### src/rtl/cuda_core_pkg.sv
// Purpose : shared types and constants for the CUDA core writeback path.
// Latency : n/a (types, constants and a pure helper function only).
// Backpressure: n/a.
//
// Contents:
//   REG_ADDR_W / REG_DATA_W : register-file address and data widths
//   wb_entry_t              : one queued writeback {addr, data}
//   wb_src_e                : writeback source (integer ALU or FPU)
//   wb_rr_pick()            : round-robin winner given the last granted source
package cuda_core_pkg;

  localparam int REG_ADDR_W = 5;
  localparam int REG_DATA_W = 32;

  typedef struct packed {
    logic [REG_ADDR_W-1:0] addr;
    logic [REG_DATA_W-1:0] data;
  } wb_entry_t;

  typedef enum logic {
    WB_SRC_INT = 1'b0,
    WB_SRC_FP  = 1'b1
  } wb_src_e;

  // On a tie the source that did not win last time gets the port.
  function automatic wb_src_e wb_rr_pick(input wb_src_e last_grant);
    return (last_grant == WB_SRC_FP) ? WB_SRC_INT : WB_SRC_FP;
  endfunction

endpackage

### src/rtl/cuda_wb_fifo.sv
// Purpose : small per-source writeback queue (one instance per result channel).
// Latency : a push at edge N is visible on head/empty in the following cycle.
// Backpressure: full is raised at DEPTH entries; pushes while full are ignored,
//               so a pop cannot make room for a push in the same cycle.
//
// Ports:
//   clk, rst          : clock, synchronous active-high reset (empties the queue)
//   push, push_entry  : enqueue request and payload
//   pop               : dequeue the head entry (ignored when empty)
//   head              : current head entry (valid while !empty)
//   full, empty       : occupancy flags
module cuda_wb_fifo
  import cuda_core_pkg::*;
#(
  parameter int DEPTH = 2
) (
  input  logic      clk,
  input  logic      rst,
  input  logic      push,
  input  wb_entry_t push_entry,
  input  logic      pop,
  output wb_entry_t head,
  output logic      full,
  output logic      empty
);

  localparam int PTR_W = (DEPTH > 1) ? $clog2(DEPTH) : 1;
  localparam int CNT_W = $clog2(DEPTH + 1);

  wb_entry_t        mem [DEPTH];
  logic [PTR_W-1:0] rd_ptr;
  logic [PTR_W-1:0] wr_ptr;
  logic [CNT_W-1:0] count;

  logic push_ok;
  logic pop_ok;

  // Explicit wrap so the pointer stays in range for any DEPTH.
  function automatic logic [PTR_W-1:0] ptr_inc(input logic [PTR_W-1:0] p);
    if (p == PTR_W'(DEPTH - 1)) begin
      return '0;
    end
    return p + 1'b1;
  endfunction

  assign full    = (count == CNT_W'(DEPTH));
  assign empty   = (count == '0);
  assign push_ok = push & ~full;
  assign pop_ok  = pop & ~empty;
  assign head    = mem[rd_ptr];

  always_ff @(posedge clk) begin
    if (rst) begin
      rd_ptr <= '0;
      wr_ptr <= '0;
      count  <= '0;
    end else begin
      if (push_ok) begin
        wr_ptr <= ptr_inc(wr_ptr);
      end
      if (pop_ok) begin
        rd_ptr <= ptr_inc(rd_ptr);
      end
      // Simultaneous push and pop leaves occupancy unchanged.
      case ({push_ok, pop_ok})
        2'b10:   count <= count + 1'b1;
        2'b01:   count <= count - 1'b1;
        default: count <= count;
      endcase
    end
  end

  // Storage carries no reset; occupancy alone decides what is valid.
  always_ff @(posedge clk) begin
    if (push_ok) begin
      mem[wr_ptr] <= push_entry;
    end
  end

endmodule

### src/rtl/cuda_writeback_arb.sv
// Purpose : merges integer-ALU and FPU results onto the single register-file write port.
// Latency : 2 cycles uncontended (transfer in cycle t -> write_en in cycle t+2).
// Backpressure: per-channel ready = queue not full (and low during reset); one pop per cycle.
//
// Optional feature: define CUDA_WB_PERF_CNT_EN to add the performance counter
// outputs int_wr_cnt, fp_wr_cnt and conflict_cnt.
//
// Ports:
//   clk, rst                                 : clock, synchronous active-high reset
//   int_valid/int_ready/int_addr/int_data    : integer-ALU result channel
//   fp_valid/fp_ready/fp_addr/fp_data        : FPU result channel
//   write_en/write_addr/write_data           : register-file write port (registered)
//   write_is_float                           : 1 when the write came from the FPU
//   busy                                     : any queued entry or a write in flight
//   int_wr_cnt/fp_wr_cnt/conflict_cnt        : perf counters (CUDA_WB_PERF_CNT_EN only)
module cuda_writeback_arb
  import cuda_core_pkg::*;
#(
  parameter int FIFO_DEPTH = 2  // legal: 2, 4, 8
) (
  input  logic                  clk,
  input  logic                  rst,

  input  logic                  int_valid,
  output logic                  int_ready,
  input  logic [REG_ADDR_W-1:0] int_addr,
  input  logic [REG_DATA_W-1:0] int_data,

  input  logic                  fp_valid,
  output logic                  fp_ready,
  input  logic [REG_ADDR_W-1:0] fp_addr,
  input  logic [REG_DATA_W-1:0] fp_data,

  output logic                  write_en,
  output logic [REG_ADDR_W-1:0] write_addr,
  output logic [REG_DATA_W-1:0] write_data,
  output logic                  write_is_float,

  output logic                  busy
`ifdef CUDA_WB_PERF_CNT_EN
  ,
  output logic [31:0]           int_wr_cnt,
  output logic [31:0]           fp_wr_cnt,
  output logic [31:0]           conflict_cnt
`endif
);

  wb_entry_t int_head;
  wb_entry_t fp_head;
  wb_entry_t int_in;
  wb_entry_t fp_in;
  wb_entry_t pop_entry;

  logic    int_full;
  logic    int_empty;
  logic    fp_full;
  logic    fp_empty;
  logic    int_push;
  logic    fp_push;
  logic    int_pop;
  logic    fp_pop;
  logic    pop_any;
  logic    both_pending;
  wb_src_e grant_src;
  wb_src_e last_grant;

  // Ready is held low while reset is asserted so nothing is accepted into a
  // queue that is being cleared on the same edge.
  assign int_ready = ~int_full & ~rst;
  assign fp_ready  = ~fp_full & ~rst;
  assign int_push  = int_valid & int_ready;
  assign fp_push   = fp_valid & fp_ready;

  assign int_in = '{addr: int_addr, data: int_data};
  assign fp_in  = '{addr: fp_addr, data: fp_data};

  cuda_wb_fifo #(
    .DEPTH (FIFO_DEPTH)
  ) u_int_fifo (
    .clk        (clk),
    .rst        (rst),
    .push       (int_push),
    .push_entry (int_in),
    .pop        (int_pop),
    .head       (int_head),
    .full       (int_full),
    .empty      (int_empty)
  );

  cuda_wb_fifo #(
    .DEPTH (FIFO_DEPTH)
  ) u_fp_fifo (
    .clk        (clk),
    .rst        (rst),
    .push       (fp_push),
    .push_entry (fp_in),
    .pop        (fp_pop),
    .head       (fp_head),
    .full       (fp_full),
    .empty      (fp_empty)
  );

  assign both_pending = ~int_empty & ~fp_empty;

  // Grant selection: round-robin on a tie, otherwise whichever queue has data.
  always_comb begin
    grant_src = last_grant;
    pop_any   = 1'b0;
    if (both_pending) begin
      grant_src = wb_rr_pick(last_grant);
      pop_any   = 1'b1;
    end else if (!int_empty) begin
      grant_src = WB_SRC_INT;
      pop_any   = 1'b1;
    end else if (!fp_empty) begin
      grant_src = WB_SRC_FP;
      pop_any   = 1'b1;
    end
  end

  assign int_pop   = pop_any & (grant_src == WB_SRC_INT);
  assign fp_pop    = pop_any & (grant_src == WB_SRC_FP);
  assign pop_entry = (grant_src == WB_SRC_FP) ? fp_head : int_head;

  // Output stage. Writes to r0 are consumed from the queue but never strobed.
  always_ff @(posedge clk) begin
    if (rst) begin
      write_en       <= 1'b0;
      write_addr     <= '0;
      write_data     <= '0;
      write_is_float <= 1'b0;
      last_grant     <= WB_SRC_FP;
    end else begin
      write_en <= pop_any & (pop_entry.addr != '0);
      if (pop_any) begin
        write_addr     <= pop_entry.addr;
        write_data     <= pop_entry.data;
        write_is_float <= (grant_src == WB_SRC_FP);
        last_grant     <= grant_src;
      end
    end
  end

  assign busy = ~int_empty | ~fp_empty | write_en;

`ifdef CUDA_WB_PERF_CNT_EN
  // Counted on the edge that launches the write, so each count matches one
  // write_en pulse of that source.
  always_ff @(posedge clk) begin
    if (rst) begin
      int_wr_cnt   <= '0;
      fp_wr_cnt    <= '0;
      conflict_cnt <= '0;
    end else begin
      if (int_pop && (pop_entry.addr != '0)) begin
        int_wr_cnt <= int_wr_cnt + 32'd1;
      end
      if (fp_pop && (pop_entry.addr != '0)) begin
        fp_wr_cnt <= fp_wr_cnt + 32'd1;
      end
      if (both_pending) begin
        conflict_cnt <= conflict_cnt + 32'd1;
      end
    end
  end
`endif

endmodule
### config.mk
export PLATFORM = sky130hd
export DESIGN_NAME = cuda_writeback_arb
export DESIGN_NICKNAME = d
export VERILOG_FILES = /design/src/rtl/cuda_core_pkg.sv /design/src/rtl/cuda_wb_fifo.sv /design/src/rtl/cuda_writeback_arb.sv
export SDC_FILE = /design/constraint.sdc
export NUM_CORES = 1
export LEC_CHECK = 0
export ABC_AREA = 1
export CAP_MARGIN = 20
export CORE_MARGIN = 2
export CORE_UTILIZATION = 57
export DETAILED_ROUTE_END_ITERATION = 10
export PLACE_DENSITY = 0.85
export SKIP_CTS_REPAIR_TIMING = 1
export SLEW_MARGIN = 20
export SYNTH_ARGS = -nofsm -noshare
export SYNTH_HDL_FRONTEND = slang
export SYNTH_SLANG_ARGS = --single-unit
### constraint.sdc
create_clock -name clk -period 4.8 [get_ports clk]
set_clock_uncertainty 0.2 [all_clocks]
set_input_delay 0.96 -clock clk [delete_from_list [all_inputs] [get_ports clk]]
set_output_delay 0.96 -clock clk [all_outputs]
set_load 0.01 [all_outputs]
==> results of run 1 <==
==> critical path, stage by stage <==
cell and delay (ns):
clkdlybuf4s50_1 0.57, a21oi_1 0.26, clkdlybuf4s50_1 0.57
==> registers in the layout, indices dropped and copies added, names as in the netlist, 2 cells and up, named ones only <==
name              count
u_int_fifo.mem       74
write_data           32
u_fp_fifo.count       2
write_addr            5
u_int_fifo.count      2
u_fp_fifo.mem        74
==> cells in the final DEF (no fill, tap or decap), types with 3 or more instances in the layout <==
cell	instances
clkinv_2	3
nor2_1	96
clkdlybuf4s50_1	119
bufinv_16	5
a21oi_1	35
buf_4	4
clkbuf_16	17
nand2_2	3
inv_2	7
o21ai_0	41
o21ai_1	26
dfxtp_1	50
nor2_4	5
edfxtp_1	148
nand3_1	72
inv_1	14
nand2_1	101
buf_16	3
clkbuf_1	5
==> cell families after synthesis <==
| logic type | count (synthesis) |
|---|---|
| and+or+nand+nor | 283 |
| adders and majority gates | 2 |
| buffers and inverters | 53 |
| AOI/OAI and AO/OA | 103 |
| DFF | 198 |
==> how the worst max path moves through the flow <==
| stage | endpoint | slack (ns) | depth (start not counted) |
|---|---|---|---|
| floorplan | u_fp_fifo.mem[0][0] | 1.05 | 4 |
| global placement | u_fp_fifo.mem[0][13] | 1.27 | 4 |
| detailed placement | u_fp_fifo.mem[0][11] | 1.22 | 4 |
| CTS | fp_ready | 1.29 | 3 |
| global route | fp_ready | 1.27 | 3 |
| finish | fp_ready | 1.28 | 3 |
==> stage by stage <==
| step | hold WS [ns] | total power [mW] | cells |
|---|---|---|---|
| after floorplan | 0.2256 | 3.448 | 639 |
| after global placement | 0.2358 | 4.024 | 902 |
| after detailed placement | 0.2443 | 4.134 | 902 |
| after CTS | 0.2551 | 5.674 | 934 |
| after global routing | 0.2861 | 5.970 | 938 |
| final | 0.2561 | 5.701 | 938 |
==> cell usage after synthesis, drive strengths merged <==
master,count
edfxtp,148
nand2,105
nor2,103
nand3,72
o21ai,68
dfxtp,50
a21oi,35
buf,21
inv,21
clkbuf,11
or2,3
ha,2
==> layout make-up <==
type                    instances  area [um^2]  share of cell area
multi-input cells             388         1762              0.1863
inverters                      21        78.83            0.008336
flip-flops and latches        198         5445              0.5758
repair buffers                127         1324              0.1400
clock buffers                  23        457.9             0.04843
clock inverters                 9        173.9             0.01839
well taps                     172        215.2             0.02276
==> power by group through the flow <==
stage          Clock, mW  Sequential, mW  Combinational, mW
6_report            1.53            2.23               1.94
5_1_grt             1.60            2.24               2.13
4_1_cts             1.53            2.23               1.92
3_5_place_dp           0            2.26               1.88
3_3_place_gp           0            2.24               1.78
2_1_floorplan          0            2.29               1.16
==> routing by layer <==
| layer | track usage | vias to the layer above | share of wire |
|---|---|---|---|
| li1 | - | 2443 | - |
| met1 | 0.3095 | 2590 | 0.36 |
| met2 | 0.4611 | 303 | 0.53 |
| met3 | 0.05087 | 42 | 0.075 |
| met4 | 0.1340 | 0 | 0.031 |
| met5 | 0 | - | 0 |
==> impl_metrics.yaml, run 1 <==
power:
  power_frac_comb: 0.341
  pwr-share-clk: 0.268
  static-leakage-power_nw: 3.450
  vdd_drop_max_v: 0.0003915
  power.switching_mw: 1.970
  p_seq_frac: 0.391
  power_density_nw_per_um2: 602.8
  internal_power_mw: 3.731
  switching_share: 0.3456
cts:
  cts-root-buf: "clkbuf_16"
  path_clk_slew_ns: 0.06
  cts_made_buffers: 17
  clk_path_buf_depth: 2
  clock_latency_ns: 0.44
  cts_tree: "yes"
  cts.sinks: 198
  htreeDepth: 4
grt:
  grt_antenna_before_repair: 0
  grt_first_pass_wirelength_um: 27750
  overflow: 0
  grt_pass1_vias: 5401
  grt_usage: 0.2634
  grt_max_degree: 42
sta:
  period_needed_ns: 3.517
  fmax_ghz: 0.2843
  max_slew_margin: 0.4707
  tns_ns: 0
  finalCritPeriodShare: 0.7327
  slew_violations: 0
  tightest_slew_ns: 0.7920
  final_hold_viol_count: 0
  rsz0062_at_grt: "false"
  finalSetupViolations: 0
  finalWorstSetupSlack_ns: 1.283
final_layout:
  fin_area_um2: 9457
  fin_util: 0.7463
  fillCellCount: 795
  n_antenna_cell: 0
  drive_gt1_frac: 0.07311
  fin_nets: 833
  area_delta_synth_final_pct: 27.54
die:
  core_area_um2: 12670
  start_util: 0.5852
  die_x_um: 118.1
  die_area_um2: 13940
  die_h_um: 118.1
  rows: 41
  ios: 120
place:
  placed_cell_area_um2: 8722
  io_buffers: 119
  gp_congestion: 0.7689
  place_ws_ns: 1.217
  dp_hpwl_um: 10900
hold_path:
  min_delay_path_depth: 1
  hp-class: "flip-flop to flip-flop"
  hold_start: "u_fp_fifo.rd_ptr"
  hold_end: "u_fp_fifo.rd_ptr"
yosys:
  synth_mux_area_frac: 0
  netlist_area_um2: 7415
  yosys.area.top_type: "edfxtp_1"
  ys_warn_count: 0
  synth_area_leaders: "edfxtp_1 60%, dfxtp_1 13%, nand2_1 5.1%"
  yosysSeqAreaShare: 0.7344
  synth_xor_area_frac: 0
  synth_top_area_frac: 0.5994
  synth_compound_area_frac: 0.07003
  synth_top_family_by_area: "simple AND/OR/NAND/NOR gates"
  synth_cells: 639
  yosys.area_share.adder: 0.003375
  synth_nets: 719
  avgSynthCellArea_um2: 11.60
  post_synth_num_cell_types: 23
  ys_ff_latch: 198
  synth-simple-area-share: 0.1601
setup_path:
  r2r_cells: 10
  cp.required_ns: 3.64
  startpoint_type: "input port"
  crit_path_end_kind: "output pin"
  startpoint: "rst"
  regToRegStartpoint: "u_int_fifo.count[0]"
  timing.reg2reg.setup_slack_ns: 2.37
  r2r_end: "u_fp_fifo.count[1]"
  crit_fanout: 3
  critPathKind: "input port to output pin"
  crit_arrival_ns: 2.36
outcome:
  outcome: "finished clean"
drt:
  drc: 0
  first_iter_violations: 628
  drt-total-wl_um: 18230
  postRouteAntennaNets: 0
  post_drt_wl_per_cell_um: 19.43
  dr.pass1.iters: 6
  vias: 5378
  viasPerCell: 5.733
run:
  maxCapViolCount: 0
Power figures use the tool's default switching activity.
==> inputs of run 2 (changes only) <==
--- a/config.mk
+++ b/config.mk
@@ -8,9 +8,9 @@
 export ABC_AREA = 1
 export CAP_MARGIN = 20
 export CORE_MARGIN = 2
-export CORE_UTILIZATION = 57
+export CORE_UTILIZATION = 48
 export DETAILED_ROUTE_END_ITERATION = 10
-export PLACE_DENSITY = 0.85
+export PLACE_DENSITY = 0.77
 export SKIP_CTS_REPAIR_TIMING = 1
 export SLEW_MARGIN = 20
 export SYNTH_ARGS = -nofsm -noshare
==> constraint.sdc (replaced) <==
create_clock -name clk -period 2.8 [get_ports clk]
set_clock_uncertainty 0.2 [all_clocks]
set_input_delay 0.56 -clock clk [delete_from_list [all_inputs] [get_ports clk]]
set_output_delay 0.56 -clock clk [all_outputs]
set_load 0.01 [all_outputs]
==> impl_metrics.yaml, run 2 (same netlist as run 1, synthesis figures left out) <==
hold_path:
  hp-class: "flip-flop to flip-flop"
  hold_start: "u_fp_fifo.rd_ptr"
drt:
  viasPerCell: 5.425
  post_drt_wl_per_cell_um: 17.49
  dr.pass1.iters: 5
  drt-total-wl_um: 16840
  drc: 0
  first_iter_violations: 512
  vias: 5224
  postRouteAntennaNets: 0
die:
  rows: 45
  die_x_um: 128.3
  ios: 120
  die_area_um2: 16460
  start_util: 0.4895
  core_area_um2: 15150
  die_h_um: 128.3
power:
  finalPower_mw: 9.567
  vdd_drop_max_v: 0.0005711
  power_density_nw_per_um2: 1007
  static-leakage-power_nw: 3.469
cts:
  cts-root-buf: "clkbuf_16"
  path_clk_slew_ns: 0.07
  cts_made_buffers: 17
  clock_latency_ns: 0.43
  clk_path_buf_depth: 2
  cts_tree: "yes"
  cts.sinks: 198
  htreeDepth: 4
setup_path:
  regToRegStartpoint: "u_int_fifo.count[0]"
  critPathKind: "input port to output pin"
  startpoint_type: "input port"
  cp_slowest_cell: "clkdlybuf4s50_1"
  crit_path_frequent_cell: "clkdlybuf4s50_1"
  crit_arrival_ns: 1.92
  path_cells: "clkdlybuf4s50_1 -> a21oi_1 -> clkdlybuf4s50_1"
  cp.required_ns: 2.04
  startpoint: "rst"
  crit_path_end_kind: "output pin"
  worst_path_largest_cell_delay_ns: 0.57
  crit_fanout: 3
grt:
  grt_pass1_vias: 5465
  grt_util_met3: 0.04591
  grt_antenna_before_repair: 0
  overflow: 0
  use_met2: 0.3805
  grt_max_degree: 39
  grt_usage: 0.2134
  use_met1: 0.2410
  top_usage_layer: "met2"
  grt_first_pass_wirelength_um: 26270
place:
  io_buffers: 119
  dp.cells: 931
  gp_congestion: 0.8144
  dp_hpwl_um: 11220
final_layout:
  top_regs: "u_fp_fifo.mem x74, u_int_fifo.mem x74, write_data x32"
  drive_gt1_frac: 0.09161
  n_antenna_cell: 0
  final_common_cell: "edfxtp_1"
  area_delta_synth_final_pct: 28.13
  instances_no_fill: 963
  mostFrequentLayoutCells: "148 x edfxtp_1, 119 x clkdlybuf4s50_1, 101 x nand2_1, 96 x nor2_1, 72 x nand3_1"
  fin_nets: 842
  fillCellCount: 1109
outcome:
  outcome: "finished clean"
sta:
  tightest_slew_ns: 0.7659
  holdWs_ns: 0.2588
  tns_ns: 0
  period_needed_ns: 2.676
  rsz0062_at_grt: "false"
  final_hold_viol_count: 0
  fmax_ghz: 0.3737
  finalCritPeriodShare: 0.9557
  slew_violations: 0
  max_slew_margin: 0.4876
  finalSetupViolations: 0
run:
  maxCapViolCount: 0
run 2: per-stage QoR:
step	setup WS (ns)	area, um^2	util
after floorplan	-0.5511	7415	-
after global routing	0.05727	9500	0.6273
final	0.1240	9500	0.6273
after CTS	0.1260	9500	0.6273
after global placement	0.1341	8891	0.5870
after detailed placement	0.1339	8891	0.5870
run 2: critical path: cells and delay by family:
family	cells	cell delay, ns
AO/OA/AOI/OAI	1	0.24
buffers and inverters	2	1.12
run 2: power breakdown:
part	leakage [nW]	switching, mW	internal (mW)
combinational	1.40	2.02	1.22
clock	0.293	1.12	1.36
sequential	1.77	0.248	3.60
total	3.47	3.39	6.18
run 2: final timing paths:
kind	endpoint	slack [ns]	cells after the start
worst min-delay path	flip-flop	0.26	1
worst min register to register	flip-flop	0.26	1
worst max-delay path	fp_ready	0.12	3
worst max register to register	u_fp_fifo.count[1]	0.49	10
run 2: area by class of cell:
type | count | area [um^2] | share of cell area
sequential | 198 | 5446 | 0.5733
multi-input combinational | 388 | 1762 | 0.1854
timing repair buffer | 136 | 1369 | 0.1441
clock buffer | 17 | 425.4 | 0.04478
tap | 188 | 235.2 | 0.02476
clock inverter | 15 | 183.9 | 0.01936
inverter | 21 | 78.83 | 0.008297
run 2: per-layer routing:
metal	part of all wire	wire length, um	up-vias
met5	0	0	-
met4	0.035	589	0
met3	0.064	1085	39
met2	0.52	8829	208
met1	0.38	6336	2511
li1	-	-	2466
